**src/rtl/prog_mem.sv**
```systemverilog
// Program memory with a streaming load port and a one-cycle-latency fetch port.
// A load session writes a contiguous run of words starting at a base address.
// Fetches are rejected while a session is in progress, or when the address is
// outside the stored depth.

module prog_mem #(
  parameter int DATA_W = 16,
  parameter int ADDR_W = 12,
  parameter int DEPTH  = 16
) (
  input  logic              clk,
  input  logic              rst,
  input  logic              ld_start,
  input  logic [ADDR_W-1:0] ld_base,
  input  logic [ADDR_W:0]   ld_len,
  input  logic              ld_valid,
  input  logic [DATA_W-1:0] ld_data,
  output logic              ld_ready,
  output logic              ld_done,
  output logic              ld_err,
  input  logic              rd_en,
  input  logic [ADDR_W-1:0] rd_addr,
  output logic [DATA_W-1:0] rd_data,
  output logic              rd_valid,
  output logic              rd_err,
  output logic              busy
);

  // Index width for the storage array; address bits above this are only
  // used for range checks, since every in-range address fits below DEPTH.
  localparam int IDX_W = (DEPTH > 1) ? $clog2(DEPTH) : 1;

  // DEPTH expressed at the widths of the two range comparisons.
  localparam logic [ADDR_W+1:0] DEPTH_LD = (ADDR_W+2)'(DEPTH);
  localparam logic [ADDR_W:0]   DEPTH_RD = (ADDR_W+1)'(DEPTH);

  typedef enum logic [1:0] {
    IDLE = 2'd0,
    LOAD = 2'd1,
    DONE = 2'd2
  } state_t;

  state_t state;
  state_t state_next;

  logic [DATA_W-1:0] mem [DEPTH];

  logic [ADDR_W-1:0] ptr;
  logic [ADDR_W:0]   remaining;

  logic [ADDR_W+1:0] ld_end;
  logic              range_bad;
  logic              start_ok;
  logic              accept;
  logic              last_word;
  logic              rd_in_range;

  // The end of the requested run is computed two bits wider than the address
  // so that base + len can never overflow before it is compared with DEPTH.
  assign ld_end      = {2'b00, ld_base} + {1'b0, ld_len};
  assign range_bad   = (ld_end > DEPTH_LD);
  assign start_ok    = (state == IDLE) && ld_start && !range_bad;
  assign accept      = (state == LOAD) && ld_valid;
  assign last_word   = accept && (remaining == {{ADDR_W{1'b0}}, 1'b1});
  assign rd_in_range = ({1'b0, rd_addr} < DEPTH_RD);

  // State register; reset returns to IDLE and thereby aborts any session.
  always_ff @(posedge clk) begin
    if (rst) begin
      state <= IDLE;
    end else begin
      state <= state_next;
    end
  end

  // Next-state logic; ld_start is only honoured in IDLE.
  always_comb begin
    state_next = state;
    case (state)
      IDLE: begin
        if (start_ok) begin
          if (ld_len == '0) begin
            state_next = DONE;
          end else begin
            state_next = LOAD;
          end
        end
      end
      LOAD: begin
        if (last_word) begin
          state_next = DONE;
        end
      end
      DONE: begin
        state_next = IDLE;
      end
      default: begin
        state_next = IDLE;
      end
    endcase
  end

  // Handshake and status outputs decoded from the current state.
  always_comb begin
    ld_ready = 1'b0;
    ld_done  = 1'b0;
    busy     = 1'b1;
    case (state)
      IDLE: busy     = 1'b0;
      LOAD: ld_ready = 1'b1;
      DONE: ld_done  = 1'b1;
      default: busy  = 1'b1;
    endcase
  end

  // Session pointer and word counter, latched on an accepted start and
  // advanced once per accepted word.
  always_ff @(posedge clk) begin
    if (rst) begin
      ptr       <= '0;
      remaining <= '0;
    end else if (start_ok) begin
      ptr       <= ld_base;
      remaining <= ld_len;
    end else if (accept) begin
      ptr       <= ptr + 1'b1;
      remaining <= remaining - 1'b1;
    end
  end

  // Range rejection pulse, raised the cycle after an out-of-range start.
  always_ff @(posedge clk) begin
    if (rst) begin
      ld_err <= 1'b0;
    end else begin
      ld_err <= (state == IDLE) && ld_start && range_bad;
    end
  end

  // Storage write; deliberately not reset so contents survive rst, and a word
  // presented in the same cycle as rst is dropped.
  always_ff @(posedge clk) begin
    if (!rst && accept) begin
      mem[ptr[IDX_W-1:0]] <= ld_data;
    end
  end

  // Registered fetch; the read uses pre-edge contents, so a fetch issued with
  // a starting load sees the old word.
  always_ff @(posedge clk) begin
    if (rst) begin
      rd_valid <= 1'b0;
      rd_err   <= 1'b0;
      rd_data  <= '0;
    end else if (rd_en) begin
      rd_valid <= 1'b1;
      if ((state != IDLE) || !rd_in_range) begin
        rd_err  <= 1'b1;
        rd_data <= '0;
      end else begin
        rd_err  <= 1'b0;
        rd_data <= mem[rd_addr[IDX_W-1:0]];
      end
    end else begin
      rd_valid <= 1'b0;
      rd_err   <= 1'b0;
    end
  end

endmodule

```
**config.mk**
```make
export PLATFORM = sky130hd
export DESIGN_NAME = prog_mem
export DESIGN_NICKNAME = d
export VERILOG_FILES = /design/src/rtl/prog_mem.sv
export SDC_FILE = /design/constraint.sdc
export NUM_CORES = 1
export LEC_CHECK = 0
export ABC_CLOCK_PERIOD_IN_PS = 5400
export BUFFER_PORTS_ARGS = -buffer_cell sky130_fd_sc_hd__buf_2
export CORE_MARGIN = 8
export CORE_UTILIZATION = 53
export CTS_CLUSTER_DIAMETER = 150
export DETAILED_ROUTE_END_ITERATION = 8
export PLACE_DENSITY_LB_ADDON = 0.1
export RECOVER_POWER = 50
export SLEW_MARGIN = 10
export SYNTH_ARGS = -nofsm -noshare
export SYNTH_HDL_FRONTEND = slang
export SYNTH_SLANG_ARGS = --single-unit
```
**constraint.sdc**
```tcl
create_clock -name clk -period 5.4 [get_ports clk]
set_input_delay 0.81 -clock clk [delete_from_list [all_inputs] [get_ports clk]]
set_output_delay 0.81 -clock clk [all_outputs]
set_load 0.1 [all_outputs]
```
After elaboration in Yosys (flattened, before gate mapping)
Memories as Yosys holds them, arrays and structs flattened.
Index checks and enable logic that the tools add are counted.
{"block": "totals", "regBits": 46, "ram_bits": 256, "in_bits": 58, "out_inout_bits": 22, "elab_cells": 51, "n_memories": 1}
{"block": "classes", "add_sub_neg": 3, "n_lt_le_gt_ge": 2, "n_eq_ne": 5, "mux": 16, "bitwise_logic": 1, "reduce_logical": 16}
{"name": "mem", "depth": 16, "width": 16, "read_ports": 1, "rd_clocked_by_memory_dff": 0, "write_ports": 1, "line_no": "46", "rtl": "logic [DATA_W-1:0] mem [DEPTH];"}
{"cell": "2-to-1 mux 13 bit", "count": 2}
{"cell": "2-to-1 mux 12 bit", "count": 2}
{"cell": "2-to-1 mux 16 bit", "count": 1}
{"cell": "adder 12 x 13 -> 14 bit", "count": 1}
{"cell": "greater-than comparator 14 x 5 -> 1 bit, second input constant", "count": 1}
{"cell": "== test 13 x 1 -> 1 bit, second input constant", "count": 1}
{"cell": "logical NOT 13 bit", "count": 1}
{"cell": "subtractor 13 x 1 -> 13 bit, second input constant", "count": 1}
{"cell": "adder 12 x 1 -> 12 bit, second input constant", "count": 1}
{"cell": "< comparator 12 x 5 -> 1 bit, second input constant", "count": 1}
{"cell": "2-to-1 mux 1 bit", "count": 7}
{"cell": "logical AND 1 bit", "count": 6}
{"cell": "2-to-1 mux 2 bit", "count": 3}
{"cell": "inequality test 2 bit, second input constant", "count": 2}
{"cell": "case mux 2 bit (2 select lines)", "count": 1}
{"cell": "nonzero test 2 bit", "count": 2}
{"cell": "logical NOT 1 bit", "count": 3}
{"cell": "== test 2 x 1 -> 1 bit, second input constant", "count": 1}
{"cell": "== test 2 bit, second input constant", "count": 1}
{"cell": "logical NOT 2 bit", "count": 1}
{"cell": "AND reduction 2 bit", "count": 1}
{"cell": "OR reduction 2 bit", "count": 1}
{"cell": "logical OR 1 bit", "count": 1}
{"cell": "NOT 1 bit", "count": 1}

Longest topological paths before layout
Gate-level depths: netlist (run 1).
{"block": "logic_depth", "ltp_word": 6, "mapped_depth": 12, "ltp_nobuf": 11}

Worst setup path after synthesis (run 1)
No wires, ideal clock.
{"block": "synth_path", "path_kind": "reg2reg", "from": "register state[0]", "to": "memory mem[5][0], enable pin", "setup_ps": 388, "arrival_ps": 3396, "required_ps": 5012, "slack_ps": 1615, "stages_incl_launch_ff": 6, "n_path_buf": 1, "synth_period_minus_slack_ps": 3785, "cell_sequence": "dfxtp_1 nor2b_1 and2_0 clkbuf_1 nand3b_1 nor2_1"}
{"block": "synth_via", "elab_chain_cells": 5}
{"item": "start, declared", "line_no": "43", "rtl": "state_t state;"}
{"item": "start signal, assigned", "line_no": "72", "rtl": "state <= state_next;"}
{"item": "== test 2 x 1 -> 1 bit", "line_no": "63", "rtl": "assign accept = (state == LOAD) && ld_valid;"}
{"item": "logical AND 1 bit", "line_no": "63"}
{"item": "logical AND 1 bit", "line_no": "143", "rtl": "if (!rst && accept) begin"}
{"item": "2-to-1 mux 1 bit", "line_no": "143"}
{"item": "2-to-1 mux 1 bit (not written as such)", "line_no": "144", "rtl": "mem[ptr[IDX_W-1:0]] <= ld_data;"}
{"item": "end, declared", "line_no": "46"}
Every way passes these cells.

Worst setup path in the final report (run 1)
{"block": "layout_path", "from": "input port ld_len[0]", "to": "register ptr[2]"}
{"block": "layout_via", "elab_chain_cells": 5, "elab_cells_between_ends": 6, "classes_between": "1 x add/sub; 1 x order compare; 1 x mux; 3 x reduce/logical"}
{"item": "start, declared", "line_no": "15", "rtl": "input logic [ADDR_W:0] ld_len,"}
{"item": "adder 12 x 13 -> 14 bit *", "line_no": "60", "rtl": "assign ld_end = {2'b00, ld_base} + {1'b0, ld_len};"}
{"item": "greater-than comparator 14 x 5 -> 1 bit *", "line_no": "61", "rtl": "assign range_bad = (ld_end > DEPTH_LD);"}
{"item": "logical NOT 1 bit *", "line_no": "62", "rtl": "assign start_ok = (state == IDLE) && ld_start && !range_bad;"}
{"item": "logical AND 1 bit *", "line_no": "62"}
{"item": "2-to-1 mux 12 bit / nonzero test 2 bit (equally long branches)"}
{"item": "end signal, assigned", "line_no": "123", "rtl": "ptr <= ld_base;"}
{"item": "end signal, assigned", "line_no": "126", "rtl": "ptr <= ptr + 1'b1;"}
{"item": "end, declared", "line_no": "48", "rtl": "logic [ADDR_W-1:0] ptr;"}
Mark *: on every way between the ends. The rest lies on a longest branch, timed or not.
A chain may end at the register's enable or synchronous reset.

==> results of run 1 <==
-- per-layer routing --
| layer | global-route usage, % | routed length, µm | up-vias |
|---|---|---|---|
| li1 | - | - | 2929 |
| met5 | 0 | 11 | - |
| met3 | 3.22 | 1730 | 52 |
| met2 | 34.4 | 14000 | 232 |
| met1 | 24.9 | 10800 | 3454 |
| met4 | 4.93 | 555 | 2 |
-- power breakdown --
group          internal [W]  switching, W
logic              0.000115      0.000154
clock network       0.00125      0.000837
registers           0.00247   0.000000674
-- cell usage after synthesis (11+ instances only) --
master / number
dfxtp_1: 38
inv_1: 11
edfxtp_1: 256
ha_1: 18
nor2b_1: 24
a21oi_1: 26
nor2_1: 64
nand2_1: 17
clkbuf_1: 17
mux4_2: 80
mux2i_1: 13
-- kinds of logic (layout without fill, tap and decap cells) --
family	count (synthesis)	in the layout	synth area share (%)
buf+inv	40	166	1.50
fa+ha+maj	19	19	2.01
compound gates	58	58	3.20
xor+xnor	17	17	1.28
flops	294	294	69.2
mux	93	93	15.8
simple gates	162	162	6.98
-- area by class of cell --
| type | count | area [µm²] |
|---|---|---|
| tap | 285 | 357 |
| clock buffer | 41 | 852 |
| fill | 1650 | 8650 |
| clock inverter | 15 | 170 |
| sequential | 294 | 8450 |
| multi-input combinational | 349 | 3610 |
| inverter | 11 | 41.3 |
| timing repair buffer | 99 | 515 |
-- sequential cells by signal (all words and copies together), names as in the netlist --
signal / cells
remaining: 13
state: 2
rd_data: 16
mem: 256
rd_valid: 1
ld_err: 1
ptr: 4
rd_err: 1
-- worst max-delay path: stages --
cell and delay, ps:
buf_2 110, ha_1 170, inv_1 50, fa_1 430, nand2b_1 190, a21oi_1 250
nor2_1 110, xnor2_1 140, or4_4 500, nor4b_4 260, buf_4 360, mux2i_1 240
nor2_1 60
-- worst paths after layout --
path                         startpoint                          to  slack (ps)
min reg2reg  remaining[12]$_SDFFE_PP0P_  remaining[12]$_SDFFE_PP0P_         500
max reg2reg       state[0]$_SDFFE_PP0P_        mem[13][2]$_DFFE_PP_        2310
min          remaining[12]$_SDFFE_PP0P_  remaining[12]$_SDFFE_PP0P_         500
max                           ld_len[0]         ptr[2]$_SDFFE_PP0P_        2030
-- metrics by stage --
stage                     setup slack (ps)  util [%]  hold WS [ps]
final                                 2030      61.8           505
after global routing                  1780      61.8           527
after CTS                             2110      62.0           498
after detailed placement              1530      57.5           487
after global placement                1650      57.5           474
after floorplan                       1620         -           459
==> results.md, run 1 <==
* Outcome: complete, but fails checks
* Failing checks: max-capacitance violations, max-slew violations
* Post_cts resized at 0
* All-Layer GR Usage at 19.5%
* Post-route cell area at ~14000 µm²
* Mapped Area at approximately 12000 µm²
* Io pins at 80
* Tot Pwr at approximately 0.0048 W
* Critical setup path kind: input pin to register
* Final Cycle Share at slightly above 60%
* Slew @ Worst Pin at 2170 ps
* DR vias at around 6700
* Relative slew slack at -45.0%
* PD cells at 345 nW/µm²
* Worst Hold Class: register to register
* Setup crit end kind: register
* Fin crit period at between 3000 and 4000 ps
* Core box area at 22600 µm²
* Congestion Overflow GR at 0
* Post-DP HPWL at roughly 17000 µm
* GP Congestion at between 0.8 and 0.9
* Max-cap viol count at 1
* Placed cell areas at between 10000 and 15000 µm²
* Sequential area share after synthesis at about 69%
* DRC Markers at 0
* Drt wl/cell at 24.7 µm
* Layout cells sized above 1 at a little under 30%
* Post-synth ARST share at 0%
* Ys Warns at 0
* Flops & latches, synth at 294
* CTS buffer count at 30
* Setup Fix Bufs, Post-CTS at 0
* CTS Buffer Depth at 3
* Pin count of the biggest net entering global routing at 50
* Global-route wire length before repair at roughly 42000 µm
* Most frequent cells in the layout: edfxtp_1 (256), mux4_2 (80), buf_2 (55), nor2_1 (52), dfxtp_1 (38)
* Cts hold-fix bufs at 0
* Unrepaired setup endpoints after global routing: false
* Nets at 862
* Clk sinks at a little under 300
* H-Tree Level Count at 1
* Reg2Reg Depth at 5
* Mean Syn Cell Area at roughly 18 µm²
* CP Max Fanout at 22
* Main synth FF type: edfxtp_1
* Pleak at 4.69 nW
* Post-synth top area share at between 60% and 70%
* Die area at between 20000 and 30000 µm²
* Clock root buffer: clkbuf_16
* Largest area contributor in the netlist: edfxtp_1
* Final setup violation count at 0
* Post-route ant nets at 0
* FP Rows at 55
* DR pass1 iterations at 5
* Synth top area cells: edfxtp_1 (63%), mux4_2 (15%), dfxtp_1 (6.2%)
* Die span in x at 168 µm
* Max Transition Viols Final at between 40 and 50
* Diodes inserted at 0
* Post-route insts no fill at 1094
* CTS tree: built
* First-iteration detailed-routing DRC count at slightly above 500
* Inst Count DP at a little over 1000
* Syn nets at 760
* Synth cell types at slightly above 60
* Fmax at just under 300 MHz
* Antenna violations before repair at 1
* Detailed Route WL at around 27000 µm
* Setup_tns at 0 ps
* Hold Path Depth at 2
* Post-synth EDFFs at approximately 260
* Clk_skew at roughly 12 ps
* Commonest non-fill, non-tap cell in the layout: edfxtp_1
* Vias in the first global route at approximately 7100
* Initial core utilization at a little over half
* Final Hold Vio Count at 0
* Via density at 6.10
* Port bufs at 79
* Startpoint type of the worst setup path: input pin
* Worst Path Arrival at roughly 3700 ps
* Reg clk slew, reported paths at around 60 ps
* Area grow syn2layout at 14.6%
* Post-Syn Instances at 683
* VDD IR-drop max at roughly 0.31 mV
* Worst skew pair latency at ~550 ps
* Die Y at ~170 µm
* WP data required at 5740 ps
(Power assumes the default switching activity.)
==> run 2: changes to the inputs <==
--- a/config.mk
+++ b/config.mk
@@ -5,7 +5,7 @@
 export SDC_FILE = /design/constraint.sdc
 export NUM_CORES = 1
 export LEC_CHECK = 0
-export ABC_CLOCK_PERIOD_IN_PS = 5400
+export ABC_CLOCK_PERIOD_IN_PS = 3400
 export BUFFER_PORTS_ARGS = -buffer_cell sky130_fd_sc_hd__buf_2
 export CORE_MARGIN = 8
 export CORE_UTILIZATION = 53
==> constraint.sdc (replaced) <==
create_clock -name clk -period 3.4 [get_ports clk]
set_input_delay 0.51 -clock clk [delete_from_list [all_inputs] [get_ports clk]]
set_output_delay 0.51 -clock clk [all_outputs]
set_load 0.1 [all_outputs]
==> run 2 against run 1 <==
Power is 57% higher. Cell area rose by 0.40%. Die area is the same. Clock-buffer cell count is 1 lower. Register-to-register slack got worse by 1400 ps. The run still ends with max-capacitance violations, max-slew violations left. Setup slack worse by 1600 ps. Non-clock buffer count rose by 8. Hold slack got worse by 250 ps. Clock skew increased by 27 ps. Highest routed layer is now met4. Critical endpoint is now remaining[7]$_SDFFE_PP0P_. Cell count rose by 0.82%. Via count up 0.36%.
==> results.md, run 2 (synthesis gave the netlist of run 1 again) <==
* Setup_tns at 0 ps
* Relative slew slack at -34.6%
* Detailed Route WL at 27600 µm
* Unrepaired setup endpoints after global routing: false
* CTS buffer count at 30
* Clock root buffer: clkbuf_16
* GP Congestion at 0.829
* WP data required at between 3000 and 4000 ps
* PD cells at 538 nW/µm²
* Post-DP HPWL at about 17000 µm
* Area grow syn2layout at 15.1%
* Max Transition Viols Final at 37
* Reg clk slew, reported paths at roughly 60 ps
* Core box area at 22600 µm²
* FP Rows at 55
* Clk sinks at 294
* Most frequent cells in the layout: edfxtp_1 (256), mux4_2 (80), nor2_1 (50), clkbuf_1 (45), buf_2 (42)
* DR vias at roughly 6700
* Startpoint type of the worst setup path: input pin
* Die Y at between 150 and 200 µm
* Die area at around 28000 µm²
* Post_cts resized at 0
* Pleak at between 4 and 5 nW
* Vias in the first global route at 7007
* Failing checks: max-capacitance violations, max-slew violations
* Slew @ Worst Pin at 2020 ps
* Placed cell areas at about 13000 µm²
* Global-route wire length before repair at around 42000 µm
* Nets at just under 900
* Max-cap viol count at 1
* Final Hold Vio Count at 0
* Post-route cell area at between 10000 and 15000 µm²
* All-Layer GR Usage at about a fifth
* Cts hold-fix bufs at 0
* Worst skew pair latency at roughly 560 ps
* Clk_skew at ~39 ps
* Commonest non-fill, non-tap cell in the layout: edfxtp_1
* Worst Hold Class: input pin to register
* Drt wl/cell at 25.1 µm
* Port bufs at between 70 and 80
* Outcome: complete, but fails checks
* VDD IR-drop max at about 0.51 mV
* Layout cells sized above 1 at between 20% and 30%
* Critical setup path kind: input pin to register
* DR pass1 iterations at 5
* Setup crit end kind: register
* CTS tree: built
* Congestion Overflow GR at 0
* Post-route ant nets at 0
* Pin count of the biggest net entering global routing at slightly below 50
* H-Tree Level Count at 1
* Fin crit period at between 2000 and 3000 ps
* DRC Markers at 0
* Setup Fix Bufs, Post-CTS at 0
* Die span in x at between 150 and 200 µm
* Final setup violation count at 0
* Io pins at 80
* Via density at 6.07
* Final Cycle Share at between 80% and 90%
* CTS Buffer Depth at 3
* Number of flip-flops under the largest register name at 256
* CP Max Fanout at 22
* First-iteration detailed-routing DRC count at approximately 550
* Fmax at 342 MHz
* Antenna violations before repair at 1
* Worst Path Arrival at ~3300 ps
* Initial core utilization at 53.9%
run 2: cell count changes in the layout (fill, tap and decap cells not counted), sizes merged:
cell and delta:
inv -1, diode +1, clkbuf +12, buf -5
clkinvlp +1, clkinv +1
run 2: layout make-up:
cell class                 count  area (µm²)
clock buffer                  40         808
antenna                        1        2.50
fill                        1652        8590
clock inverter                16         169
inverter                      11        41.3
tap                          285         357
multi-input combinational    349        3610
sequential                   294        8450
timing repair buffer         107         609
run 2: through the flow:
| step | worst slack (ps) | cells | utilization, % | hold slack, ps | total power [W] |
|---|---|---|---|---|---|
| 2_1_floorplan | 205 | 683 | - | 459 | 0.00429 |
| 5_1_grt | 282 | 1103 | 62.0 | 254 | 0.00778 |
| 6_report | 473 | 1103 | 62.0 | 259 | 0.00756 |
| 3_3_place_gp | 135 | 1046 | 58.0 | 477 | 0.00444 |
| 4_1_cts | 557 | 1102 | 62.3 | 208 | 0.00762 |
| 3_5_place_dp | -3.05 | 1046 | 58.0 | 486 | 0.00445 |
run 2: critical path: stages:
cell	delay (ps)
buf_2	110
ha_1	170
inv_1	60
fa_1	540
nor3b_1	230
nand3_1	130
a21boi_2	170
nor4_2	50
or4_4	450
nor4b_4	320
buf_12	220
mux2i_1	230
nor2_1	70
run 2: where the power goes:
part           switching (W)  leakage [nW]  internal [W]
clock                0.00130         0.469       0.00189
combinational       0.000253          1.58      0.000192
sequential        0.00000109          2.61       0.00392
run 2: layer usage:
| layer | vias up | wire, µm | GRT usage (%) |
|---|---|---|---|
| li1 | 2962 | - | - |
| met3 | 63 | 1450 | 3.36 |
| met2 | 208 | 13800 | 33.6 |
| met5 | - | 0 | 0 |
| met4 | 0 | 996 | 6.79 |
| met1 | 3460 | 11400 | 25.4 |
run 2: path summary, 6_finish.rpt:
kind	start	to	slack, ps	cells past startpoint
max	ld_len[0]	remaining[7]$_SDFFE_PP0P_	470	13
min	ld_base[0]	ptr[0]$_SDFFE_PP0P_	260	3
max reg2reg	state[0]$_SDFFE_PP0P_	mem[13][8]$_DFFE_PP_	900	6
min reg2reg	remaining[12]$_SDFFE_PP0P_	remaining[12]$_SDFFE_PP0P_	500	2
==> run 3: changes to the inputs <==
--- a/config.mk
+++ b/config.mk
@@ -8,7 +8,7 @@
 export ABC_CLOCK_PERIOD_IN_PS = 3400
 export BUFFER_PORTS_ARGS = -buffer_cell sky130_fd_sc_hd__buf_2
 export CORE_MARGIN = 8
-export CORE_UTILIZATION = 53
+export CORE_UTILIZATION = 55
 export CTS_CLUSTER_DIAMETER = 150
 export DETAILED_ROUTE_END_ITERATION = 8
 export PLACE_DENSITY_LB_ADDON = 0.1
==> run 3 against run 2 <==
Hold slack got worse by 1.6 ps. Clock-buffer cell count fell by 2. First-iteration DRC count fell by 3.5%. Maximum frequency fell by 1.4%. Critical endpoint is now remaining[8]$_SDFFE_PP0P_. The flow still finishes with violations (max-capacitance violations, max-slew violations).
==> results.md, run 3 (synthesis gave the netlist of run 1 again) <==
* Worst skew pair latency at between 500 and 600 ps
* Most frequent cells in the layout: edfxtp_1 (256), mux4_2 (80), nor2_1 (48), clkbuf_1 (44), buf_2 (43)
* Number of flip-flops under the largest register name at ~260
* Die Y at 165 µm
* Cts hold-fix bufs at 0
* Reg clk slew, reported paths at roughly 60 ps
* Crit-path max cell delay at roughly 500 ps
* DP Worst Slack at -54.7 ps
* Final Hold Vio Count at 0
* Post-route ant nets at 0
* H-Tree Level Count at 1
* Gr busiest metal: met2
* CTS buffer count at 30
* All-Layer GR Usage at between 20% and 30%
* First-iteration detailed-routing DRC count at 527
* CP Buf/Inv Count at 3
* Global-route wire length before repair at 41200 µm
* Pleak at 4.64 nW
* Placed cell areas at ~13000 µm²
* Setup Fix Bufs, Post-CTS at 0
* Commonest non-fill, non-tap cell in the layout: edfxtp_1
* Clk_skew at around 26 ps
* Critical path, cell by cell: buf_2, ha_1, inv_1, fa_1, nand2b_1, a21oi_1, nor2_1, xnor2_1, or4_4, nor4b_4, buf_12, mux2i_1, nor2_1
* Worst Path Arrival at roughly 3300 ps
* Die area at approximately 27000 µm²
* GR Util met1 at 26.5%
* VDD IR-drop max at ~0.37 mV
* Port bufs at 79
* WHS at roughly 260 ps
* Max-cap viol count at 1
* Critical setup path kind: input pin to register
* Drt wl/cell at ~25 µm
* DRC Markers at 0
* Fmax at 337 MHz
* Relative slew slack at -32.2%
* Startpoint type of the worst setup path: input pin
* CP most frequent cell: nor2_1
* Nets at 866
* Io pins at 80
* Final setup violation count at 0
* Core box area at roughly 22000 µm²
* Post-route cell area at approximately 14000 µm²
* Delay-heaviest family, CP: simple AND/OR/NAND/NOR gates
* Max Transition Viols Final at 37
* Post_cts resized at 0
* Clk sinks at 294
* FF-to-FF setup slack at about 680 ps
* PD cells at 548 nW/µm²
* Outcome: complete, but fails checks
* Setup crit end kind: register
* Unrepaired setup endpoints after global routing: false
* Worst Hold Class: input pin to register
* Diodes inserted at 0
* CP Max Fanout at 22
* Slew @ Worst Pin at 1980 ps
* FP Rows at 54
* DR vias at 6585
* DR pass1 iterations at 4
* Fin crit period at 2970 ps
* Setup_tns at 0 ps
* Layout cells sized above 1 at 27.4%
* Final Cycle Share at 87.4%
* WP data required at 3750 ps
* Failing checks: max-capacitance violations, max-slew violations
* CTS Buffer Depth at 3
* Antenna violations before repair at 1
* Post-DP HPWL at about 17000 µm
* M2 GR Usage at 34.8%
* Die span in x at between 150 and 200 µm
* Pin count of the biggest net entering global routing at 49
* Final worst-path setup slack at 430 ps
* Initial core utilization at a little under three fifths
* Via density at around 6
* Clock root buffer: clkbuf_16
* CTS tree: built
* GP Congestion at 0.863
* Detailed Route WL at roughly 27000 µm
* Congestion Overflow GR at 0
* Crit-path slowest cell: or4_4
* Vias in the first global route at between 6000 and 7000
* Met3 Usage GRT at 3.44%
* Area grow syn2layout at 14.9%
[run 3: cell types whose count changed in the layout (fill, tap and decap cells not counted), sizes merged]
cell    before  now
clkinv      10   11
buf         70   65
clkbuf      77   76
bufinv       3    4
diode        1    0
[run 3: path summary, 6_finish.rpt]
path,startpoint,to,cells after the start
max,ld_len[0],remaining[8]$_SDFFE_PP0P_,13
min,ld_len[9],remaining[9]$_SDFFE_PP0P_,3
max reg2reg,state[0]$_SDFFE_PP0P_,mem[10][6]$_DFFE_PP_,6
min reg2reg,remaining[12]$_SDFFE_PP0P_,remaining[12]$_SDFFE_PP0P_,2
[run 3: final cells by class]
cell class	instances	area (µm²)
Timing Repair Buffer	103	561
Fill cell	1552	7800
Clock inverter	18	210
Sequential cell	294	8450
Multi-Input combinational cell	349	3620
Inverter	11	41.3
Tap cell	280	350
Clock buffer	38	801
[run 3: report_power, final]
group          internal [W]  total [W]  leakage, nW  switching, W
Clock               0.00197    0.00332        0.483       0.00135
Combinational      0.000190   0.000443         1.55      0.000253
Sequential          0.00392    0.00392         2.61    0.00000105
Total               0.00608    0.00769         4.64       0.00161
[run 3: tightest hold or removal path, cell delays in order]
cell and delay (ps):
buf_2 100, mux2i_1 80, nor2_1 80
[run 3: per-stage QoR]
stage | total power, W | instances | utilization, %
after global placement | 0.00443 | 1037 | 59.9
after floorplan | 0.00429 | 683 | -
after global routing | 0.00791 | 1093 | 64.3
after CTS | 0.00774 | 1093 | 64.5
final | 0.00769 | 1093 | 64.3
after detailed placement | 0.00444 | 1037 | 59.9
[run 3: layer usage]
layer  share of wire (%)  wire [µm]
met5               0.048         13
met4                 2.3        632
met3                 5.3       1420
met2                  50      13400
met1                  43      11500
